$ cat src/rtl/i2c_responder.sv
// I2C target exposing a 2^MEM_AW-byte register file; define I2C_RSP_GLITCH_FILTER_EN for a 3-sample input filter.
// Latency: 2-clk pin sync (+2 with filter), registered outputs; no backpressure, fully paced by the bus master.
module i2c_responder #(
  parameter logic [6:0] I2C_ADDR = 7'h22,
  parameter int         MEM_AW   = 4
) (
  input  logic              clk_i,
  input  logic              rst_i,
  input  logic              scl_i,
  input  logic              sda_i,
  output logic              sda_oe_o,
  output logic              busy_o,
  output logic              wr_stb_o,
  output logic [MEM_AW-1:0] wr_addr_o,
  output logic [7:0]        wr_data_o
);

  localparam int DEPTH = 2**MEM_AW;

  typedef enum logic [3:0] {
    IDLE, ADDR, ADDR_ACK, PTR, PTR_ACK, WDATA, WACK, RDATA, RACK, WAIT_P
  } state_t;

  logic [1:0] scl_sync, sda_sync;
  logic       scl, sda;
  logic       scl_q, sda_q;

  always_ff @(posedge clk_i or posedge rst_i) begin
    if (rst_i) begin
      scl_sync <= 2'b11;
      sda_sync <= 2'b11;
    end else begin
      scl_sync <= {scl_sync[0], scl_i};
      sda_sync <= {sda_sync[0], sda_i};
    end
  end

`ifdef I2C_RSP_GLITCH_FILTER_EN
  // Output follows the synchronizer only once three successive samples agree.
  logic [1:0] scl_hist, sda_hist;
  logic       scl_hold, sda_hold;

  always_ff @(posedge clk_i or posedge rst_i) begin
    if (rst_i) begin
      scl_hist <= 2'b11;
      sda_hist <= 2'b11;
      scl_hold <= 1'b1;
      sda_hold <= 1'b1;
    end else begin
      scl_hist <= {scl_hist[0], scl_sync[1]};
      sda_hist <= {sda_hist[0], sda_sync[1]};
      scl_hold <= scl;
      sda_hold <= sda;
    end
  end

  assign scl = (scl_sync[1] == scl_hist[0] && scl_hist[0] == scl_hist[1]) ? scl_sync[1] : scl_hold;
  assign sda = (sda_sync[1] == sda_hist[0] && sda_hist[0] == sda_hist[1]) ? sda_sync[1] : sda_hold;
`else
  assign scl = scl_sync[1];
  assign sda = sda_sync[1];
`endif

  always_ff @(posedge clk_i or posedge rst_i) begin
    if (rst_i) begin
      scl_q <= 1'b1;
      sda_q <= 1'b1;
    end else begin
      scl_q <= scl;
      sda_q <= sda;
    end
  end

  logic scl_rise, scl_fall, start_det, stop_det;
  assign scl_rise  = scl & ~scl_q;
  assign scl_fall  = ~scl & scl_q;
  assign start_det = scl & scl_q & sda_q & ~sda;
  assign stop_det  = scl & scl_q & ~sda_q & sda;

  state_t            state;
  logic [2:0]        cnt;
  logic [7:0]        shift;
  logic              rw;
  logic              ack_on;
  logic [MEM_AW-1:0] ptr;
  logic [7:0]        mem [DEPTH];
  logic [7:0]        rx_byte;

  assign rx_byte = {shift[6:0], sda};

  always_ff @(posedge clk_i or posedge rst_i) begin
    if (rst_i) begin
      state     <= IDLE;
      cnt       <= 3'd0;
      shift     <= 8'h00;
      rw        <= 1'b0;
      ack_on    <= 1'b0;
      ptr       <= '0;
      sda_oe_o  <= 1'b0;
      busy_o    <= 1'b0;
      wr_stb_o  <= 1'b0;
      wr_addr_o <= '0;
      wr_data_o <= 8'h00;
      for (int i = 0; i < DEPTH; i++) mem[i] <= 8'h00;
    end else begin
      wr_stb_o <= 1'b0;
      if (start_det) begin
        state    <= ADDR;
        cnt      <= 3'd0;
        ack_on   <= 1'b0;
        sda_oe_o <= 1'b0;
        busy_o   <= 1'b1;
      end else if (stop_det) begin
        state    <= IDLE;
        ack_on   <= 1'b0;
        sda_oe_o <= 1'b0;
        busy_o   <= 1'b0;
      end else begin
        case (state)
          ADDR: if (scl_rise) begin
            shift <= rx_byte;
            cnt   <= cnt + 3'd1;
            if (cnt == 3'd7) begin
              if (rx_byte[7:1] == I2C_ADDR) begin
                rw    <= rx_byte[0];
                state <= ADDR_ACK;
              end else begin
                state <= IDLE;
              end
            end
          end
          // First fall drives the ACK low, the second fall ends the ACK slot.
          ADDR_ACK, PTR_ACK, WACK: if (scl_fall) begin
            if (!ack_on) begin
              sda_oe_o <= 1'b1;
              ack_on   <= 1'b1;
            end else begin
              ack_on <= 1'b0;
              cnt    <= 3'd0;
              if (state == ADDR_ACK && rw) begin
                shift    <= mem[ptr];
                sda_oe_o <= ~mem[ptr][7];
                state    <= RDATA;
              end else begin
                sda_oe_o <= 1'b0;
                state    <= (state == ADDR_ACK) ? PTR : WDATA;
              end
            end
          end
          PTR: if (scl_rise) begin
            shift <= rx_byte;
            cnt   <= cnt + 3'd1;
            if (cnt == 3'd7) begin
              ptr   <= rx_byte[MEM_AW-1:0];
              state <= PTR_ACK;
            end
          end
          WDATA: if (scl_rise) begin
            shift <= rx_byte;
            cnt   <= cnt + 3'd1;
            if (cnt == 3'd7) begin
              mem[ptr]  <= rx_byte;
              wr_stb_o  <= 1'b1;
              wr_addr_o <= ptr;
              wr_data_o <= rx_byte;
              ptr       <= ptr + 1'b1;
              state     <= WACK;
            end
          end
          RDATA: begin
            if (scl_rise) begin
              cnt <= cnt + 3'd1;
              if (cnt == 3'd7) state <= RACK;
            end else if (scl_fall) begin
              shift    <= {shift[6:0], 1'b0};
              sda_oe_o <= ~shift[6];
            end
          end
          // ack_on here records that the master ACKed and the next byte is due.
          RACK: begin
            if (scl_rise) begin
              if (!sda) begin
                ptr    <= ptr + 1'b1;
                ack_on <= 1'b1;
              end else begin
                sda_oe_o <= 1'b0;
                state    <= WAIT_P;
              end
            end else if (scl_fall) begin
              if (ack_on) begin
                ack_on   <= 1'b0;
                cnt      <= 3'd0;
                shift    <= mem[ptr];
                sda_oe_o <= ~mem[ptr][7];
                state    <= RDATA;
              end else begin
                sda_oe_o <= 1'b0;
              end
            end
          end
          default: ;
        endcase
      end
    end
  end

endmodule

$ cat config.mk
export PLATFORM = sky130hd
export DESIGN_NAME = i2c_responder
export DESIGN_NICKNAME = d
export VERILOG_FILES = /design/src/rtl/i2c_responder.sv
export SDC_FILE = /design/constraint.sdc
export NUM_CORES = 1
export LEC_CHECK = 0
export CAP_MARGIN = 30
export CELL_PAD_IN_SITES_DETAIL_PLACEMENT = 1
export CELL_PAD_IN_SITES_GLOBAL_PLACEMENT = 1
export CORE_ASPECT_RATIO = 2
export CORE_MARGIN = 4
export CORE_UTILIZATION = 55
export DETAILED_ROUTE_END_ITERATION = 8
export PLACE_DENSITY_LB_ADDON = 0.1
export RECOVER_POWER = 25
export SYNTH_ARGS = -nofsm -noshare
export SYNTH_HDL_FRONTEND = slang
export SYNTH_SLANG_ARGS = --single-unit
export TNS_END_PERCENT = 30
$ cat constraint.sdc
create_clock -name clk_i -period 12.74 [get_ports clk_i]
set_clock_uncertainty 0.2 [all_clocks]
set_input_delay 1.911 -clock clk_i [delete_from_list [all_inputs] [get_ports clk_i]]
set_output_delay 1.911 -clock clk_i [all_outputs]
set_load 0.01 [all_outputs]
Word-level counts from Yosys, hierarchy flattened
Cells that the tools add are included.
{"block": "totals", "register_bits": 169, "latchBits": 0, "ram_bits": 0, "romBits": 0, "input_bits": 4, "output_inout_bits": 15, "elab_cells": 192, "n_memories": 0}
{"block": "classes", "n_addsub": 2, "multipliers": 0, "div": 0, "magnitude_cmp": 2, "eq_ne": 44, "shifts": 0, "mux": 77, "bitwise": 16, "n_reduce_logical": 20}
{"operator": "bitwise mux 128 bit", "count": 1}
{"operator": "two-way mux 4 bit", "count": 22}
{"operator": "two-way mux 7 bit", "count": 9}
{"operator": "inequality test 4 bit, second input constant", "count": 12}
{"operator": "binary-select mux 8 bit (select 4 bit)", "count": 1}
{"operator": "demux 8 bit (select 4 bit)", "count": 1}
{"operator": "inequality test 2 bit, second input constant", "count": 15}
{"operator": "case mux 7 bit (4 select lines)", "count": 1}
{"operator": "two-way mux 1 bit", "count": 25}
{"operator": "two-way mux 3 bit", "count": 8}
{"operator": "two-way mux 8 bit", "count": 3}
{"operator": "case mux 4 bit (6 select lines)", "count": 1}
{"operator": "inequality test 5 bit, second input constant", "count": 4}
{"operator": "equality test 4 x 3 -> 1 bit, second input constant", "count": 4}
{"operator": "AND reduction 14 bit", "count": 1}
{"operator": "case mux 4 bit (3 select lines)", "count": 1}
{"operator": "AND reduction 12 bit", "count": 1}
{"operator": "AND reduction 6 bit", "count": 2}
{"operator": "nonzero test 4 bit", "count": 3}
{"operator": "case mux 3 bit (3 select lines)", "count": 1}
{"operator": "AND reduction 9 bit", "count": 1}
{"operator": "equality test 4 x 2 -> 1 bit, second input constant", "count": 2}
{"operator": "inverter 1 bit", "count": 8}
{"operator": "AND reduction 4 bit", "count": 2}
{"operator": "24 further kinds", "count": 32}

Depth between registers and ports, before layout
Gate-level depths: netlist of the first run.
{"block": "logic_depth", "depth_word": 11, "mapped_depth": 9, "mapped_depth_nobuf": 7}

Worst setup path after synthesis of the first run
No wires, ideal clock.
{"block": "synth_path", "path_type": "reg2out", "startpoint": "reg busy_o", "endpoint": "out busy_o", "t_arrival_ns": 0.393, "required_ns": 10.629, "setup_slack_ns": 10.236, "stages_incl_launch_ff": 1, "n_path_buf": 0, "cell_sequence": "dfrtp_1"}
{"item": "start, declared", "line_no": "12", "rtl": "output logic busy_o,"}
{"item": "start signal, assigned", "line_no": "100", "rtl": "busy_o <= 1'b0;"}
{"item": "start signal, assigned", "line_no": "112", "rtl": "busy_o <= 1'b1;"}
{"item": "start signal, assigned", "line_no": "117", "rtl": "busy_o <= 1'b0;"}
No word-level cell between the ends.

==> results.txt, run 1 <==
After synthesis, the share of flip-flops with an asynchronous set or reset is 100%. The post-route antenna net violation count is 0. The total count of max-transition violations in the final report came out at roughly 180. The detail-routed via count per cell came out at between 6 and 7. The wire length of the first global-routing pass is between 30,000 and 40,000 um.

The post-detailed-routing wire length came out at 22,100 um. The clock-pin slew reported for the worst setup and hold paths after clock tree synthesis is roughly 0.07 ns. The via count of the first global-routing pass came out at approximately 6,300. The worst slew margin relative to its limit came out at -201%.

TritonCTS created 17 clock buffers. The area share of the largest cell type after synthesis came out at between 40% and 50%. For this block, the via count after detailed routing is around 5,500. The count of routing violations after the opening detailed-route iteration is 300.

The number of max-capacitance violations reported is 3. Sorting the synthesized cells by area gives the leading types as sky130_fd_sc_hd__dfrtp_1 (48%), sky130_fd_sc_hd__mux2_2 (20%), sky130_fd_sc_hd__mux2i_1 (4.4%), sky130_fd_sc_hd__mux4_2 (4.0%), sky130_fd_sc_hd__dfstp_2 (1.9%). The hold buffer count at cts came out at 0.

The count of port buffers added during placement is 18. STA classifies the critical path startpoint as an input port. By count the netlist is led by sky130_fd_sc_hd__dfrtp_1 (163), sky130_fd_sc_hd__mux2_2 (152), sky130_fd_sc_hd__mux2i_1 (37). STA classifies the critical path endpoint as an asynchronous set/reset pin. The most frequently used cell type in the post-synthesis netlist is sky130_fd_sc_hd__dfrtp_1.

The clock network fraction of design power came out at a little under half. The H-tree depth is 4. 0 antenna diodes ended up in the layout.

The number of buffers added for setup after CTS came out at 0. The number of antenna violations at the first check in global routing is 0. The actual slew at the worst max-slew pin is 4.49 ns. The synthesized netlist net count came out at between 600 and 700. In this run the worst path has a maximum fanout of 100.

Summed over all failing endpoints, the final setup total negative slack is 0 ns. Once layout is complete, the utilization of the core stands at approximately 60%. Along the worst hold path, the cell count comes to 0.

The worst path in the final design needs a cycle of about 5.9 ns, including I/O delays and setup. The number of cells produced by synthesis came out at 661. The final period utilization is roughly 46%. The final count of hold timing violations is 0.

The maximum vdd drop is around 0.00013 V. The count of TritonRoute iterations in the first routing pass came out at 4. The number of filler instances in the final layout is 1,486. The share of cells above drive strength 1 came out at 35.4%. The region available for standard cell placement spans between 10,000 and 15,000 um^2. The total placed cells including tap cells came out at 829.

The part of the total power dissipated in combinational logic is 4.5%. The global route total overflow is 0. Setup repair after global routing left no endpoint under its margin. The post-layout net count came out at 666. The die area came out at ~17,000 um^2.

The checks that failed: capacitance limit, slew limit. The sequential fraction of the synthesis area came out at between 50% and 60%. The critical path is of the input port to asynchronous set/reset pin type. Counting flops and latches in the post-synthesis netlist gives ~170. The DRC violations left is 0. The data required time of the worst path is about 13 ns. The standard-cell row count is 63. Internal power comes to 0.858 mW.

The last weighted congestion value of the routability-driven placer came out at approximately 0.83. Once routing completed, OpenROAD measured the worst setup slack at 6.88 ns. The total global routing track utilization is between 20% and 30%. Net switching is 24.8% of the power. The number of unique standard cell types used by synthesis came out at between 60 and 70. The arrival time at the worst endpoint came out at between 6 and 7 ns.

Entering global routing, the biggest net connects 101 pins. The layout overhead on the synthesized area is 9.70%. The run finished, with violations left. The setup slack at placement is around 8.5 ns. The routed wirelength normalized by instance count came out at around 26 um.

After synthesis the cells add up to roughly 8400 um^2. The height of the chip came out at ~180 um. Excluding fillers, the count of instances in the completed layout stands at ~860. The number of sinks on the clock net is ~170. The width of the die is 95.6 um. The power density over the cells came out at between 100 and 150 nW/um^2. Summed over all instances, the cell type with the most area after synthesis is sky130_fd_sc_hd__dfrtp_1. The initial standard-cell utilization of the core is a little under three fifths.

The HPWL after detailed placement is 14,800 um. The leakage power summed over all cells is between 4 and 5 nW. Setup violations remaining at the end of the flow were counted as 0. The number of synthesized flops with an enable pin came out at 0.

The clock latency on the worst-skew pair is 0.44 ns. TritonCTS built the clock tree. The analysis attributes to net switching a power of 0.283 mW. The total I/O pin count is 19. The master cell of the clock root buffer is sky130_fd_sc_hd__clkbuf_16. The most used flip-flop cell after synthesis is sky130_fd_sc_hd__dfrtp_1. The part of the power in registers is approximately half. The number of warnings issued by yosys is 0. The post-cts repair resize count is 0. The highest clock rate came out at 0.171 GHz. The mean instance size in the synthesized netlist came out at 12.8 um^2.

No sink is reached through more buffers than the 2 on the longest clock path. The worst hold path class is flop to flop. Measured in cells, the most critical reg-to-reg path has a length of 6.
==> power groups by stage <==
stage	Combinational [mW]	Clock [mW]	Sequential, mW
after global placement	0.0503	0	0.583
final	0.0517	0.514	0.575
after global routing	0.0580	0.549	0.577
after floorplan	0.0537	0	0.557
after CTS	0.0532	0.528	0.575
after detailed placement	0.0530	0	0.584
==> area by class of cell <==
type                            instances  area, um^2  share of cell area, %
Timing Repair Buffer                   27         244                   2.64
Tap cell                              195         244                   2.64
Clock buffer                           19         443                   4.79
Clock inverter                         13         144                   1.56
Inverter                               12        46.3                  0.500
Multi-Input combinational cell        426        3890                   42.1
Sequential cell                       169        4240                   45.8
==> cells in the final DEF (no fill, tap or decap), types with 5 or more instances in the layout <==
cell                              count
sky130_fd_sc_hd__dfrtp_1            162
sky130_fd_sc_hd__mux2_2             152
sky130_fd_sc_hd__mux2i_1             37
sky130_fd_sc_hd__nand2_1             26
sky130_fd_sc_hd__o21ai_0             18
sky130_fd_sc_hd__nor2_1              17
sky130_fd_sc_hd__nand3_1             17
sky130_fd_sc_hd__clkbuf_16           17
sky130_fd_sc_hd__a21oi_1             15
sky130_fd_sc_hd__mux4_2              15
sky130_fd_sc_hd__clkdlybuf4s50_1     15
sky130_fd_sc_hd__inv_1               11
sky130_fd_sc_hd__nor2_2               9
sky130_fd_sc_hd__a31oi_1              9
sky130_fd_sc_hd__ha_1                 9
sky130_fd_sc_hd__buf_4                8
sky130_fd_sc_hd__a311oi_1             7
sky130_fd_sc_hd__o211ai_1             5
sky130_fd_sc_hd__o22ai_1              5
==> flip-flops by register name, indices dropped and copies added (netlist names), 2 cells and up <==
register   cells
mem          128
wr_data_o      8
shift          7
ptr            4
state          4
wr_addr_o      4
cnt            3
scl_sync       2
sda_sync       2
==> critical path, stage by stage <==
cell and delay [ns]:
sky130_fd_sc_hd__dlygate4sd3_1 0.55, sky130_fd_sc_hd__clkinvlp_2 2.49, sky130_fd_sc_hd__buf_4 0.98
==> through the flow <==
step	power, mW	hold WS (ns)	area, um^2
floorplan	0.611	0.145	8430
global placement	0.633	0.146	8690
detailed placement	0.637	0.150	8690
CTS	1.16	0.161	9280
global route	1.18	0.170	9250
finish	1.14	0.165	9250
==> path summary, 6_finish.rpt <==
kind | from | endpoint | slack [ns]
worst max-delay path | rst_i | mem[78]$_DFFE_PP0P_ | 6.88
worst min-delay path | scl_sync[0]$_DFF_PP1_ | scl_sync[1]$_DFF_PP1_ | 0.16
worst max register to register | ptr[0]$_DFFE_PP0P_ | shift[5]$_DFFE_PP0P_ | 7.16
worst min register to register | scl_sync[0]$_DFF_PP1_ | scl_sync[1]$_DFF_PP1_ | 0.16
max in group clk_i | ptr[0]$_DFFE_PP0P_ | shift[5]$_DFFE_PP0P_ | 7.16
min in group asynchronous | rst_i | wr_data_o[6]$_DFFE_PP0P_ | 3.09
==> cell families (layout without fill, tap and decap cells) <==
kind of cell,after synthesis,count (layout),synth area share [%]
xor+xnor,3,3,0.312
flops,169,169,50.2
fa+ha+maj,9,9,1.34
compound gates,96,96,8.26
simple gates,114,114,7.76
buf+inv,66,71,3.40
mux,204,204,28.7
==> metal layers <==
layer | routed length, um | global-route usage (%) | vias to the layer above | part of all wire, %
met5 | 0 | 0 | - | 0
met4 | 1130 | 15.6 | 0 | 5.1
met3 | 535 | 4.15 | 54 | 2.4
met2 | 12500 | 50.3 | 118 | 57
met1 | 7940 | 29.0 | 2900 | 36
li1 | - | - | 2417 | -
Power figures use the tool's default switching activity.
==> run 2: changes to the inputs <==
--- a/config.mk
+++ b/config.mk
@@ -10,7 +10,7 @@
 export CELL_PAD_IN_SITES_GLOBAL_PLACEMENT = 1
 export CORE_ASPECT_RATIO = 2
 export CORE_MARGIN = 4
-export CORE_UTILIZATION = 55
+export CORE_UTILIZATION = 52
 export DETAILED_ROUTE_END_ITERATION = 8
 export PLACE_DENSITY_LB_ADDON = 0.1
 export RECOVER_POWER = 25
==> constraint.sdc (replaced) <==
create_clock -name clk_i -period 6.1 [get_ports clk_i]
set_clock_uncertainty 0.2 [all_clocks]
set_input_delay 0.915 -clock clk_i [delete_from_list [all_inputs] [get_ports clk_i]]
set_output_delay 0.915 -clock clk_i [all_outputs]
set_load 0.01 [all_outputs]
==> run 2 against run 1 <==
Compared with the run above:
- critical path type unchanged
- final cell count is 0.58% higher
- sequential share of layout area is 0.15 points lower
- global-route usage is 1.2 points lower
- the run still ends with capacitance limit, slew limit left
- critical path depth stayed put
- clock-buffer cell count is 1 higher
- hold slack better by 0.0049 ns
- flip-flop and latch count stayed put
- sequential power is 110% higher
- largest power group unchanged
- wire length is 4.6% higher
- power is 110% higher
==> results.txt, run 2 (same netlist as run 1, synthesis figures left out) <==
The total global routing track utilization is 26.3% (-1.2 points). The last weighted congestion value of the routability-driven placer was 0.877 (+6.2%). The number of sinks on the clock net came out at 169 (unchanged).

The standard cell core area came out at 15,900 um^2 (+5.9%). The height of the chip came to 188 um (+2.7%). Leaving out fill and tap cells, the most frequent cell in the layout is sky130_fd_sc_hd__dfrtp_1. The arrival time at the worst endpoint came out at 4.36 ns (-1.75 ns). The flip-flop count of the largest register, all copies and words added came out at 128 (unchanged). The data required time of the worst path is 6.37 ns (-6.62 ns). The standard-cell row count is 65 (+3.2%). The count of TritonRoute iterations in the first routing pass is 4 (unchanged). The number of filler instances in the final layout came out at 1,554 (+4.6%). The layout overhead on the synthesized area is 10.1%. The smallest clock period supported by the final layout is computed as roughly 4.1 ns.

The post-layout worst setup margin was 2.01 ns (-4.87 ns). The count of non-filler cells in the finished layout is 866 (+0.58%). The hold buffer count at cts came out at 0 (unchanged). The post-detailed-routing wire length came out at 23,100 um (+4.6%). The count of port buffers added during placement came to 18 (unchanged). The H-tree depth came out at 4 (unchanged). The die area is 18,400 um^2 (+5.4%). The worst hold margin is 0.170 ns (+0.00490 ns). The detail-routed via count per cell was 6.29 (-1.3%). The share of the core filled with cells in the final layout is 58.5% (-3.2 points). The post-layout net count is 665 (-0.15%). The wire length of the first global-routing pass is 36,500 um (+3.6%). STA classifies the critical path endpoint as an asynchronous set/reset pin. The total count of max-transition violations in the final report came out at 80 (-54%). The worst hold path terminates at sda_sync[1]$_DFF_PP1_. The share of cells above drive strength 1 is 35.6% (+0.20 points). The setup-violating endpoint count in the final report came out at 0 (unchanged). The total placed cells including tap cells came out at 834 (+0.60%).

The critical path is of the input port to asynchronous set/reset pin type. The sequential cell area is 4240 um^2 (unchanged). The HPWL after detailed placement came out at 15,600 um (+5.4%).

The via count of the first global-routing pass came out at 6,099 (-2.5%). The clock-pin slew reported for the worst setup and hold paths after clock tree synthesis was 0.06 ns (about the same). Setup repair after global routing left no endpoint under its margin. The top cell types in the final layout, fill and taps aside, are sky130_fd_sc_hd__dfrtp_1 (162), sky130_fd_sc_hd__mux2_2 (152), sky130_fd_sc_hd__mux2i_1 (37), sky130_fd_sc_hd__nand2_1 (26), sky130_fd_sc_hd__o21ai_0 (18).

The setup slack at placement came out at 2.75 ns (-5.73 ns). The area of the multi-input gates was 3910 um^2 (+0.45%). The maximum vdd drop came out at 0.000183 V (+40%). The final reports fail on capacitance limit, slew limit. The via total after detailed routing is 5,451 (-0.69%).

The number of cells traversed by the worst register-to-register path came out at 5 (-1). The path class of the tightest hold or removal check is flop to flop. The CTS buffer count is 17 (unchanged). The total I/O pin count came out at 19 (unchanged). The power density over the cells came out at 260 nW/um^2 (+110%). The routed wirelength normalized by instance count is 26.7 um (+4.0%). TritonCTS built the clock tree. The clock latency on the worst-skew pair came out at 0.43 ns (about the same). The buffer and inverter count on the worst path is 3 (unchanged). The number of max-capacitance violations reported came out at 1 (-2). The maximum fanout along the worst path is 79 (-21%). The minimum setup slack among reg-to-reg paths came out at 2.34 ns (-4.82 ns). The final critical path takes up 67.0% of the cycle. Grouping stages by cell kind, the critical path spends the most delay in buffers and inverters. The worst slew margin relative to its limit is -132% (+69 points). The count of routing violations after the opening detailed-route iteration came out at 230 (-23%). In this run the most critical hold path is launched from sda_sync[0]$_DFF_PP1_. The DRC violations left is 0 (unchanged).

The master cell of the clock root buffer is sky130_fd_sc_hd__clkbuf_16. In the final layout, the registers with the most flip-flops are mem: 128 flops, wr_data_o: 8 flops, shift: 7 flops. The post-cts repair resize count is 0 (unchanged). The final count of hold timing violations came out at 0 (unchanged). The leakage power summed over all cells is 4.13 nW (+0.27%).

STA classifies the critical path startpoint as an input port. The number of antenna violations at the first check in global routing is 0 (unchanged). The pin count of the biggest net entering global routing came out at 80 (-21%).

The worst register-to-register path begins at sda_sync[1]$_DFF_PP1_. The width of the die is 98.1 um (+2.6%). For this run, the top clock speed supported by timing is around 0.24 GHz. The global route total overflow is 0 (unchanged). The endpoint of the most critical register-to-register path is mem[13]$_DFFE_PP0P_. The initial standard-cell utilization of the core is 53.2% (-3.1 points).

The setup TNS after final layout is 0 ns (unchanged). The instance count along the most critical hold path is 0 (unchanged). The actual slew at the worst max-slew pin came out at 3.46 ns (-1.03 ns). The cell with the largest stage delay on the worst path is sky130_fd_sc_hd__clkinvlp_2.

The maximum clock path buffer count was 2 (unchanged). Counting flops per register, the top entry is mem. The number of inserted diodes is 0 (unchanged). The critical path's largest stage delay came out at 1.95 ns (-0.54 ns).

The number of buffers added for setup after CTS came to 0 (unchanged). Traced cell by cell, the critical path runs through dlygate4sd3_1 -> clkinvlp_2 -> buf_4. The post-route antenna net violation count came out at 0 (unchanged). The flow ran to the end, but the final reports show violations.
==> run 2: cell types whose count changed in the layout (fill, tap and decap cells not counted), sizes merged <==
cell      previous run  this run
clkinvlp             5         4
inv                 14        11
bufinv               2         3
clkinv               4         6
==> run 2: where the power goes <==
group	total (mW)	internal (mW)	switching, mW
Clock	1.10	0.653	0.445
Combinational	0.103	0.0384	0.0650
Sequential	1.21	1.14	0.0733
==> run 2: how the worst max path moves through the flow <==
stage                          startpoint                    to  depth (start not counted)
floorplan                           rst_i    ack_on$_DFFE_PP0P_                          1
global placement    scl_sync[1]$_DFF_PP1_  mem[121]$_DFFE_PP0P_                          6
detailed placement  sda_sync[1]$_DFF_PP1_    mem[9]$_DFFE_PP0P_                          5
CTS                 sda_sync[1]$_DFF_PP1_   mem[13]$_DFFE_PP0P_                          5
global route                        rst_i   mem[64]$_DFFE_PP0P_                          3
finish                              rst_i   mem[64]$_DFFE_PP0P_                          3
==> run 2: area by class of cell <==
class	count	area share [%]
repair buffers	26	2.59
inverters	12	0.499
well taps	201	2.71
multi-input cells	426	42.1
clock buffers	20	4.81
flip-flops and latches	169	45.7
clock inverters	12	1.62
==> run 2: worst register-to-register path: cells and delay by family, from the launching register on <==
kind	cells	cell delay [ns]
mux	1	0.44
flops	1	1.21
simple gates	3	1.50
xor+xnor	1	0.28
==> run 2: per-stage QoR <==
step | cell area [um^2] | power (mW)
2_1_floorplan | 8430 | 1.28
3_3_place_gp | 8690 | 1.33
3_5_place_dp | 8690 | 1.33
4_1_cts | 9290 | 2.43
5_1_grt | 9280 | 2.50
6_report | 9280 | 2.41
==> run 2: layer usage <==
| layer | track usage [%] | part of all wire, % |
|---|---|---|
| met5 | 0 | 0 |
| met4 | 12.9 | 4.8 |
| met3 | 3.87 | 2.1 |
| met2 | 49.2 | 57 |
| met1 | 28.3 | 36 |
==> run 3: changes to the inputs <==
==> constraint.sdc (replaced) <==
create_clock -name clk_i -period 3.9 [get_ports clk_i]
set_clock_uncertainty 0.2 [all_clocks]
set_input_delay 0.585 -clock clk_i [delete_from_list [all_inputs] [get_ports clk_i]]
set_output_delay 0.585 -clock clk_i [all_outputs]
set_load 0.01 [all_outputs]
==> run 3 against run 2 <==
Compared with the run above:
- the flow now finishes without violations
- wire length shrank 1.1%
- first-iteration DRC count grew 11%
- hold slack lost 0.0083 ns
- clock power grew 61%
- non-clock buffer count grew 9
- via count grew 1.7%
- critical path depth grew 2
- core utilization grew 0.69 points
- combinational power grew 82%
- worst setup slack lost 1.3 ns
- power grew 59%
- sequential power grew 55%
- critical endpoint is now state[1]$_DFFE_PP0P_
- largest power group unchanged
==> results.txt, run 3 (same netlist as run 1, synthesis figures left out) <==
The standard cell core area is 15,900 um^2 (unchanged). The CTS buffer count is 17 (unchanged). The total count of max-transition violations in the final report came out at 0 (-100%).

Setup repair after global routing left no endpoint under its margin. The shortest clock period the worst path allows after layout is around 3.1 ns. The detail-routed via count per cell is 6.34 (+0.79%).

The switching part of the total came out at 23.6% (-0.57 points). The maximum fanout along the worst path came out at 28 (-65%). The setup slack at placement is 0.947 ns (-1.80 ns). The post-route antenna net violation count is 0 (unchanged).

The startpoint of the most critical setup path is sda_sync[1]$_DFF_PP1_. The path type of the worst setup path is flop to flop. The arrival time at the worst endpoint came to 3.25 ns (-1.11 ns).

The DRC violations left came to 0 (unchanged). The minimum setup slack among reg-to-reg paths came to 0.76 ns (-1.58 ns). The part of the power in registers is 49.1% (-1.1 points). The initial standard-cell utilization of the core is 53.2% (unchanged). The total global routing track utilization came out at 26.2% (-0.11 points).

The leakage power summed over all cells came out at 4.19 nW (+1.4%). The wire length of the first global-routing pass came out at 36,700 um (+0.55%). The width of the die was 98.1 um (unchanged). The number of inserted diodes came out at 0 (unchanged). The count of port buffers added during placement came to 18 (unchanged).

The share of the core filled with cells in the final layout is 59.2% (+0.69 points). The endpoint of the most critical register-to-register path is state[1]$_DFFE_PP0P_. The area after detailed placement came out at 8780 um^2 (+1.1%). The instance count along the most critical hold path is 0 (unchanged). The number of sinks on the clock net came to 169 (unchanged). The final count of hold timing violations is 0 (unchanged). The count of routing violations after the opening detailed-route iteration is 255 (+11%). The start point of the worst hold path is sda_sync[0]$_DFF_PP1_.

The power density over the cells was 408 nW/um^2 (+57%). The share of cells above drive strength 1 came to 36.6% (+0.91 points). The post-cts repair resize count came out at 0 (unchanged). The worst register-to-register path begins at sda_sync[1]$_DFF_PP1_.

TritonCTS built the clock tree. mem holds more flip-flops than any other register. The destination of the worst hold path is sda_sync[1]$_DFF_PP1_. The master cell of the clock root buffer is sky130_fd_sc_hd__clkbuf_16.

The via count of the first global-routing pass is 6,360 (+4.3%). The library cell used most frequently in the layout, excluding fill and tap cells, is sky130_fd_sc_hd__dfrtp_1. The worst setup path is launched from a flop. The HPWL after detailed placement is 15,900 um (+1.5%). The data required time of the worst path is 4.01 ns (-2.36 ns). In the final layout, the registers with the most flip-flops are mem: 128 flops, wr_data_o: 8 flops, shift: 7 flops. The last weighted congestion value of the routability-driven placer is 0.957 (+9.1%). The clock network fraction of design power came out at 46.1% (+0.5 points). The highest clock rate is roughly 0.32 GHz. The setup TNS after final layout came out at 0 ns (unchanged). The clock-pin slew reported for the worst setup and hold paths after clock tree synthesis came to 0.06 ns (about the same).

The number of filler instances in the final layout is 1,574 (+1.3%). The top cell types in the final layout, fill and taps aside, are sky130_fd_sc_hd__dfrtp_1 (162), sky130_fd_sc_hd__mux2_2 (152), sky130_fd_sc_hd__mux2i_1 (37), sky130_fd_sc_hd__nand2_1 (26), sky130_fd_sc_hd__o21ai_0 (18). The actual slew at the worst max-slew pin came to 1.49 ns (-1.97 ns). The setup-violating endpoint count in the final report came out at 0 (unchanged). From synthesis to final layout, the design area changed by 11.4%. The height of the chip is 188 um (unchanged). The die area came to 18,400 um^2 (unchanged). The count of non-filler cells in the finished layout came out at 874 (+0.92%). The maximum vdd drop is 0.000307 V (+67%). The standard-cell row count was 65 (unchanged).

The number of antenna violations at the first check in global routing came out at 0 (unchanged). The H-tree depth came out at 4 (unchanged). The internal power of the cells came out at 2.93 mW (+60%).

The total power came out at 3.83 mW (+59%). The global route total overflow came to 0 (unchanged). The total placed cells including tap cells came out at 843 (+1.1%). The total I/O pin count came to 19 (unchanged). The flow ran to the end, and the final reports show no timing, DRC or antenna violations. The post-layout worst setup margin came out at 0.759 ns (-1.25 ns).

The pin count of the biggest net entering global routing is 81 (+1.3%). The part of the total power dissipated in combinational logic is 4.9% (+0.6 points). The post-route cell area is 9390 um^2 (+1.2%).

The worst path uses between 80% and 90% of the clock period. The min-delay analysis places its worst path in the category flop to flop. The post-detailed-routing wire length was 22,900 um (-1.1%). The number of buffers added for setup after CTS came to 0 (unchanged).

The number of max-capacitance violations reported is 0 (-1). The endpoint kind of the worst setup timing path is a flop. The post-layout net count is 674 (+1.4%). The via total after detailed routing is 5,545 (+1.7%). The maximum clock path buffer count came out at 2 (unchanged). The worst slew margin relative to its limit is 0.495% (+130 points).

The hold buffer count at cts came to 0 (unchanged). The routed wirelength normalized by instance count is 26.2 um (-2.0%). The flip-flop count of the largest register, all copies and words added came to 128 (unchanged). The net switching power is 0.906 mW (+55%).

The count of TritonRoute iterations in the first routing pass came to 4 (unchanged). The worst hold margin is 0.161 ns (-0.00832 ns). The number of cells traversed by the worst register-to-register path came out at 5 (unchanged). The clock latency on the worst-skew pair is 0.43 ns (about the same).
==> run 3: changes by cell type in the layout (fill, tap and decap cells not counted) <==
cell	before	now
sky130_fd_sc_hd__bufinv_16	3	4
sky130_fd_sc_hd__clkinv_2	4	3
sky130_fd_sc_hd__dfstp_2	4	5
sky130_fd_sc_hd__buf_4	8	14
sky130_fd_sc_hd__buf_12	0	2
sky130_fd_sc_hd__dfstp_1	2	1
==> run 3: layout make-up <==
type | count | area [um^2] | share of cell area, %
repair buffers | 35 | 329 | 3.50
well taps | 201 | 251 | 2.68
clock inverters | 12 | 175 | 1.86
inverters | 12 | 46.3 | 0.493
flip-flops and latches | 169 | 4240 | 45.1
multi-input cells | 426 | 3910 | 41.6
clock buffers | 19 | 443 | 4.72
==> run 3: how the worst max path moves through the flow <==
| stage | end | cells after the start |
|---|---|---|
| after floorplan | ack_on$_DFFE_PP0P_ | 1 |
| after global placement | mem[99]$_DFFE_PP0P_ | 6 |
| after detailed placement | mem[98]$_DFFE_PP0P_ | 6 |
| after CTS | mem[102]$_DFFE_PP0P_ | 6 |
| after global routing | state[1]$_DFFE_PP0P_ | 5 |
| final | state[1]$_DFFE_PP0P_ | 5 |
==> run 3: routing by layer <==
layer | track usage (%) | vias up | share of wire, %
met5 | 0 | - | 0
met2 | 47.0 | 128 | 56
met1 | 28.9 | 2934 | 36
met4 | 14.9 | 0 | 5.3
li1 | - | 2428 | -
met3 | 4.32 | 55 | 3.1
==> run 3: power by group through the flow <==
| stage | Combinational, mW | Clock [mW] | Sequential (mW) |
|---|---|---|---|
| detailed placement | 0.189 | 0 | 1.91 |
| global route | 0.206 | 1.89 | 1.88 |
| CTS | 0.191 | 1.80 | 1.88 |
| global placement | 0.182 | 0 | 1.91 |
| finish | 0.187 | 1.77 | 1.88 |
| floorplan | 0.176 | 0 | 1.82 |
==> run 3: worst max-delay path, stage by stage, from the launching register on <==
cell and delay [ns]:
sky130_fd_sc_hd__dfstp_2 0.54, sky130_fd_sc_hd__clkbuf_1 1.07, sky130_fd_sc_hd__a21oi_1 0.28, sky130_fd_sc_hd__nand3_1 0.28, sky130_fd_sc_hd__o221ai_2 0.23, sky130_fd_sc_hd__o41ai_1 0.41
